### config.mk
export PLATFORM = sky130hd
export DESIGN_NAME = serial_subtractor
export DESIGN_NICKNAME = d
export VERILOG_FILES = /design/src/rtl/serial_subtractor.sv
export SDC_FILE = /design/constraint.sdc
export NUM_CORES = 1
export LEC_CHECK = 0
export CAP_MARGIN = 15
export CORE_UTILIZATION = 65
export CTS_BUF_LIST = sky130_fd_sc_hd__clkbuf_4
export DETAILED_ROUTE_END_ITERATION = 12
export DONT_BUFFER_PORTS = 1
export PLACE_DENSITY = 0.77
export SLEW_MARGIN = 10
export SYNTH_ARGS = -nofsm -noshare
export SYNTH_HDL_FRONTEND = slang
export SYNTH_SLANG_ARGS = --single-unit
### constraint.sdc
create_clock -name clk -period 2.34 [get_ports clk]
set_input_delay 0.585 -clock clk [delete_from_list [all_inputs] [get_ports clk]]
set_output_delay 0.585 -clock clk [all_outputs]
set_load 0.02 [all_outputs]
### src/rtl/serial_subtractor.sv
// -----------------------------------------------------------------------------
// serial_subtractor
//
// Bit-serial, LSB-first unsigned subtractor: diff = a - b mod 2^WIDTH, one bit
// per clock through a single registered borrow. A start/busy/done handshake
// lets a control FSM issue operations and collect diff and the final borrow.
//
// Timing (accepting start edge = edge 0):
//   edges 1..WIDTH  : SHIFT, one result bit per edge, busy = 1
//   after edge WIDTH: diff/borrow_out updated, done = 1 for one cycle (DONE)
//   DONE accepts a new start, so back-to-back throughput is WIDTH+1 cycles.
//
// Optional feature (compile-time macro SERIAL_SUBTRACTOR_ADD_MODE_EN):
//   adds a 1-bit `mode` input captured on accepted start. mode=1 subtracts,
//   mode=0 adds and borrow_out then reports the carry out. Without the macro
//   the port is absent and the block only subtracts.
//
// WIDTH legal range: 2..32.
// -----------------------------------------------------------------------------
module serial_subtractor #(
    parameter int WIDTH = 8
) (
    input  logic             clk,
    input  logic             rst_n,
    input  logic             start,
    input  logic [WIDTH-1:0] a,
    input  logic [WIDTH-1:0] b,
`ifdef SERIAL_SUBTRACTOR_ADD_MODE_EN
    input  logic             mode,
`endif
    output logic             busy,
    output logic             done,
    output logic [WIDTH-1:0] diff,
    output logic             borrow_out
);

    // Counter wide enough to hold 0..WIDTH-1; the final SHIFT edge is the one
    // taken while the counter reads WIDTH-1.
    localparam int             CNT_W    = $clog2(WIDTH + 1);
    localparam logic [CNT_W-1:0] LAST_CNT = CNT_W'(WIDTH - 1);

    typedef enum logic [1:0] {
        ST_IDLE  = 2'd0,
        ST_SHIFT = 2'd1,
        ST_DONE  = 2'd2
    } state_e;

    state_e             state_q, state_d;
    logic [WIDTH-1:0]   a_sh_q, a_sh_d;     // minuend, consumed LSB first
    logic [WIDTH-1:0]   b_sh_q, b_sh_d;     // subtrahend, consumed LSB first
    logic [WIDTH-1:0]   work_q, work_d;     // result bits enter at the MSB
    logic               bor_q, bor_d;       // running borrow (or carry)
    logic [CNT_W-1:0]   cnt_q, cnt_d;       // SHIFT edges taken so far
    logic [WIDTH-1:0]   diff_q, diff_d;     // last completed result
    logic               borrow_q, borrow_d; // last completed final borrow

    logic               start_accept;
    logic               sub_sel;            // 1 = subtract, 0 = add
    logic               a_bit, b_bit, p_bit;
    logic               d_bit;
    logic               bor_next;

    // A request is honoured in IDLE and in DONE; while shifting it is ignored.
    assign start_accept = start && (state_q != ST_SHIFT);

`ifdef SERIAL_SUBTRACTOR_ADD_MODE_EN
    logic mode_q, mode_d;

    // Operation direction is frozen for the whole operation at start.
    always_comb begin
        mode_d = mode_q;
        if (start_accept) begin
            mode_d = mode;
        end
    end

    // Mode register; cleared to subtract-off (add) state on reset.
    always_ff @(posedge clk or negedge rst_n) begin
        if (!rst_n) begin
            mode_q <= 1'b0;
        end else begin
            mode_q <= mode_d;
        end
    end

    assign sub_sel = mode_q;
`else
    assign sub_sel = 1'b1;
`endif

    // Single-bit full subtractor / full adder slice on the current LSBs.
    always_comb begin
        a_bit = a_sh_q[0];
        b_bit = b_sh_q[0];
        p_bit = a_bit ^ b_bit;
        d_bit = p_bit ^ bor_q;
        if (sub_sel) begin
            bor_next = (~a_bit & b_bit) | (~p_bit & bor_q);
        end else begin
            bor_next = (a_bit & b_bit) | (bor_q & p_bit);
        end
    end

    // Next-state and datapath control.
    always_comb begin
        // NOTE: every signal gets a default before the case so no path leaves
        // one unassigned, which would otherwise infer a latch.
        state_d  = state_q;
        a_sh_d   = a_sh_q;
        b_sh_d   = b_sh_q;
        work_d   = work_q;
        bor_d    = bor_q;
        cnt_d    = cnt_q;
        diff_d   = diff_q;
        borrow_d = borrow_q;

        case (state_q)
            ST_IDLE, ST_DONE: begin
                state_d = ST_IDLE;
                if (start_accept) begin
                    a_sh_d  = a;
                    b_sh_d  = b;
                    work_d  = '0;
                    bor_d   = 1'b0;
                    cnt_d   = '0;
                    state_d = ST_SHIFT;
                end
            end

            ST_SHIFT: begin
                a_sh_d = a_sh_q >> 1;
                b_sh_d = b_sh_q >> 1;
                work_d = {d_bit, work_q[WIDTH-1:1]};
                bor_d  = bor_next;
                cnt_d  = cnt_q + 1'b1;
                if (cnt_q == LAST_CNT) begin
                    // Publish using the bit computed this very edge.
                    diff_d   = {d_bit, work_q[WIDTH-1:1]};
                    borrow_d = bor_next;
                    state_d  = ST_DONE;
                end
            end

            default: begin
                state_d = ST_IDLE;
            end
        endcase
    end

    // State and datapath registers with asynchronous active-low clear.
    always_ff @(posedge clk or negedge rst_n) begin
        if (!rst_n) begin
            // NOTE: the shift and work registers are ordinary flops, not a
            // memory, so clearing them on reset is cheap and keeps every
            // observable value defined after an aborted operation.
            state_q  <= ST_IDLE;
            a_sh_q   <= '0;
            b_sh_q   <= '0;
            work_q   <= '0;
            bor_q    <= 1'b0;
            cnt_q    <= '0;
            diff_q   <= '0;
            borrow_q <= 1'b0;
        end else begin
            // NOTE: non-blocking assignments so every register samples the
            // pre-edge values regardless of statement order.
            state_q  <= state_d;
            a_sh_q   <= a_sh_d;
            b_sh_q   <= b_sh_d;
            work_q   <= work_d;
            bor_q    <= bor_d;
            cnt_q    <= cnt_d;
            diff_q   <= diff_d;
            borrow_q <= borrow_d;
        end
    end

    // Handshake outputs decode directly from the registered state.
    assign busy       = (state_q == ST_SHIFT);
    assign done       = (state_q == ST_DONE);
    assign diff       = diff_q;
    assign borrow_out = borrow_q;

endmodule
Word level (Yosys, flattened, before mapping)

Index checks and enable logic that the tools add are counted.
W data, S select, Z words.

Multiplexer cells: 13
Reductions and logical operators: 6
Bitwise gates (word level): 7
Eq/ne operators: 6
Add/subtract/negate cells: 1

Operators with widths:

| cell                  | count |
|---|---|
| $pmux W8 S2           | 3 |
| $mux W8               | 3 |
| $pmux W4 S2           | 1 |
| $add A4 B1 Y4 const B | 1 |
| $eq A4 B3 Y1 const B  | 1 |
| $mux W4               | 1 |
| $ne A2 B1 Y1 const B  | 2 |
| $pmux W2 S2           | 1 |
| $reduce_and A2 Y1     | 2 |
| $and A1 B1 Y1         | 2 |
| $eq A2 B1 Y1 const B  | 1 |
| $eq A2 B2 Y1 const B  | 1 |
| $logic_not A2 Y1      | 1 |
| $mux W1               | 2 |
| $mux W2               | 1 |
| $ne A2 B2 Y1 const B  | 1 |
| $not A1 Y1            | 2 |
| $pmux W1 S2           | 1 |
| $reduce_bool A2 Y1    | 1 |
| $reduce_or A2 Y1      | 1 |
| $xor A1 B1 Y1         | 2 |
| $logic_and A1 B1 Y1   | 1 |
| $or A1 B1 Y1          | 1 |

Register bits: 40
Logic and storage cells: 41
Bits of input ports: 19
Output and inout bits: 11

Longest topological paths before layout

Depth after elaboration: 5
Depth in mapped cells: 7

Least setup slack after synthesis

OpenSTA, ideal clock, no wires.

Path kind: reg2out
Start point: reg state_q[1]
End point: out busy
Slack: 0.662 ns
Arrival time: 1.093 ns
Data required time: 1.755 ns
Stages on the path, launching flop included: 6
Cell sequence: dfrtp_1 nand2b_1 buf_6 inv_1 buf_2 buf_2

Cells in the longest elaborated chain, start to end: 1

Ends and longest elaborated chain:

| element                | RTL line | RTL |
|---|---|---|
| start, declared        | 48       | `state_e state_q, state_d;` |
| start signal, assigned | 167      | `state_q <= state_d;` |
| $eq A2 B1 Y1           | 179      | `assign busy = (state_q == ST_SHIFT);` |
| end, declared          | 31       | `output logic busy,` |

Every way passes these cells.

Worst setup path after layout

Same ends and word-level chain as after synthesis.

==> results.md <==
| Group | Item | Reported |
|---|---|---|
| place | Final estimated routing congestion in global placement | 0.749 |
| power and ir drop | Total power density per cell area | 1430 nW/um^2 |
| logic synthesis | Primary FF master, synth | dfrtp_1 |
| worst setup path | Category of the worst setup path capture point | output pin |
| sta | Worst Setup Slack, final | 0.437 ns |
| global route | Antenna violations before repair | 0 |
| floorplanning | Die Outline Area | 2680 sq um |
| cells and area | Antenna cells | 0 |
| route | Residual DRC | 0 |
| global route | Global-route usage over all layers | 0.261 |
| floorplanning | Number of placement rows | 17 |
| logic synthesis | Sequential share of the synthesized area | 0.606 |
| cts | Largest buffer count on any clock path | 2 |
| logic synthesis | Gate count of the mapped netlist | 132 |
| cells and area | Final cell utilization of the core | 0.753 |
| run | Maximum Capacitance Violations | 0 |
| route | Length of routed met3 wiring | 132 um |
| floorplanning | Area of the placeable core | 2280 sq um |
| logic synthesis | Count of cell types in the netlist | 25 |
| cts | Number of clock sinks | 39 |
| logic synthesis | Ys async rst share | 1.00 |
| power and ir drop | Max IR drop VDD | 928 uV |
| logic synthesis | Cell Area, Synth | 1610 sq um |
| route | DR iter-0 viols | 32 |
| cts | Buffer type at the clock tree root | clkbuf_4 |
| route | Top sig layer | met4 |
| floorplanning | DIE HEIGHT | 51.8 um |
| worst setup path | Category of the critical setup timing path | flip-flop to output pin |
| sta | Total count of hold-check failures in the final report | 0 |
| cts | TritonCTS Buffers | 5 |
| hold path | Class of the tightest hold or removal check | primary input to asynchronous set/reset pin |
| route | Routed via count divided by cell count | 6.27 |
| logic synthesis | Post-synthesis net count | 153 |
| sta | Unrepaired setup endpoints after global routing | no |
| logic synthesis | Mean cell area of the mapped netlist | 12.2 sq um |
| logic synthesis | Synth top area share | 0.606 |
| cts | CTS resizes | 0 |
| logic synthesis | Yosys top cell by area | dfrtp_1 |
| worst setup path | Peak fanout along the critical path | 9 |
| sta | Largest clock skew in the final design | 0.0105 ns |
| global route | Largest net degree at the start of global routing | 40 |
| logic synthesis | Top cells by area in the synthesized netlist | dfrtp_1 (61%), a22oi_1 (6.1%), a22o_1 (6.0%) |
| route | Post-detailed-routing wire length | 2930 um |
| power and ir drop | Leakage dissipation | 0.822 nW |
| global route | Vias in the first global route | 1062 |
| place | Number of I/O port buffers | 0 |
| route | Total vias in the final route | 1034 |
| cells and area | Number of nets in the layout | 157 |
| global route | Aggregate global routing overflow | 0 |
| route | Detailed-routing wirelength on met1 | 1290 um |
| floorplanning | Ports placed on the boundary | 30 |
| sta | Highest Clock Rate | 526 MHz |
| status | Status | completed |
| route | Metal2 WL | 1480 um |
| cts | CTS tree | done |
| worst setup path | Crit path arrival time | 1.32 ns |
| cells and area | Layout cell share with drive strength beyond 1 | 0.168 |
| worst setup path | Data required time at the worst endpoint | 1.75 ns |
| worst setup path | Worst Setup Start Kind | flip-flop |
| cells and area | Area growth from synthesis to layout | 6.37% |
| worst setup path | Timing startpoint of the critical path | state_q[1] |
| cts | Clock transition at the register clock pins on the worst setup and hold paths after CTS | 0.11 ns |
| sta | Measured slew at the worst slew-check pin | 0.573 ns |
| sta | Time the worst path needs with I/O delays and setup | 1.90 ns |
| global route | Global-route wire length before repair | 4840 um |
| logic synthesis | Warnings, synthesis | 0 |
| logic synthesis | Register bit total from synthesis | 39 |
| cts | Clock latency on the worst-skew pair | 0.33 ns |
| logic synthesis | Count leader, synth | dfrtp_1 |
| sta | Headroom to the max-slew limit | 0.618 |
| route | Antenna Nets Post-Route | 0 |
| logic synthesis | Most used standard cells in the synthesized netlist | dfrtp_1 (39), nand2_1 (16), a22oi_1 (13), nand3_1 (13), a22o_1 (11) |
| floorplanning | Effective utilization at floorplan | 0.708 |
| sta | Share of the clock period used by the worst path after layout | 0.813 |
| route | Wire length per cell after detailed routing | 17.8 um |
| floorplanning | Floorplan die width | 51.8 um |
| route | Total iterations of the first detailed-routing run | 4 |
| sta | Max Transition Viols Final | 0 |
| worst setup path | Crit Reg-Reg Startpoint | state_q[1] |
| sta | Total of endpoints with negative setup slack in the final report | 0 |
| place | HPWL Detailed | 2030 um |
| place | Post-placement worst setup slack | 0.642 ns |
| cts | # H-tree levels | 2 |
| sta | TNS Setup | 0 ns |
| logic synthesis | Number of enable flip-flop cells after synthesis | 0 |
## worst paths after layout
| path | slack [ns] | end | depth (start not counted) |
|---|---|---|---|
| max in group asynchronous | 2.08 | b_sh_q[3] | 1 |
| worst max register to register | 0.63 | b_sh_q[0] | 5 |
| worst max-delay path | 0.44 | busy | 2 |
| worst min-delay path | 0.07 | state_q[1] | 1 |
| worst min register to register | 0.51 | b_sh_q[6] | 2 |
| min in group clk | 0.37 | a_sh_q[1] | 2 |
## worst max-delay path, stage by stage, from the launching register on
cell      delay, ns
dfrtp_1        0.39
nand2b_1       0.21
inv_1          0.37
## per-layer routing
layer | vias to the layer above | global-route usage
met5 | - | 0
met4 | 0 | 0.108
met3 | 4 | 0.0702
met2 | 27 | 0.416
met1 | 519 | 0.339
li1 | 484 | -
## kinds of logic (layout without fill, tap and decap cells)
kind of cell             after synthesis  in the layout  share of synthesized area
buffers and inverters                 13             18                     0.0388
flip-flops                            39             39                      0.606
AND/OR/NAND/NOR                       39             39                      0.120
adder cells (fa/ha/maj)                2              2                     0.0202
AO/OA/AOI/OAI                         27             27                      0.135
XOR/XNOR                               1              1                    0.00544
multiplexers                          11             11                     0.0746
## registers in the layout (all words and copies together) (netlist names)
| signal | count |
|---|---|
| a_sh_q | 8 |
| b_sh_q | 8 |
| bor_q | 1 |
| borrow_out | 1 |
| cnt_q | 4 |
| diff | 8 |
| state_q | 2 |
| work_q | 7 |
## area by class of cell
| class | instances | area, sq um |
|---|---|---|
| sequential | 39 | 976 |
| multi-input combinational | 80 | 572 |
| fill | 149 | 563 |
| timing repair buffer | 6 | 57.6 |
| clock buffer | 6 | 45.0 |
| tap | 28 | 35.0 |
| inverter | 4 | 15.0 |
| clock inverter | 2 | 12.5 |
## layout by cell type, fill, tap and decap left out, drive strengths merged, types with 2 or more instances in the layout
cell / n
a22oi: 13
buf: 6
a22o: 11
inv: 4
mux2: 8
nor3: 2
nor2b: 2
clkbuf: 6
mux2i: 3
nand2: 16
dfrtp: 39
nor2: 2
nand2b: 2
nand3: 13
## power by group
part	switching (mW)	leakage, nW	total [mW]	internal, mW
Combinational	0.462	0.294	0.866	0.405
Sequential	0.284	0.496	1.26	0.972
Clock	0.206	0.0317	0.334	0.128
Total	0.952	0.822	2.46	1.50
## repair_timing
item,CTS,global route
endpoints found under the hold margin,39,0
setup buffers,0,0
hold buffers,1,0
## metrics by stage
stage | cells | total power, mW | hold slack [ns] | cell area (sq um)
global route | 165 | 2.63 | 0.0508 | 1710
floorplan | 132 | 1.92 | 0.289 | 1610
finish | 165 | 2.46 | 0.0710 | 1710
global placement | 156 | 2.06 | 0.290 | 1640
CTS | 165 | 2.48 | 0.0698 | 1710
detailed placement | 156 | 2.12 | 0.290 | 1640
Power figures use the tool's default switching activity.
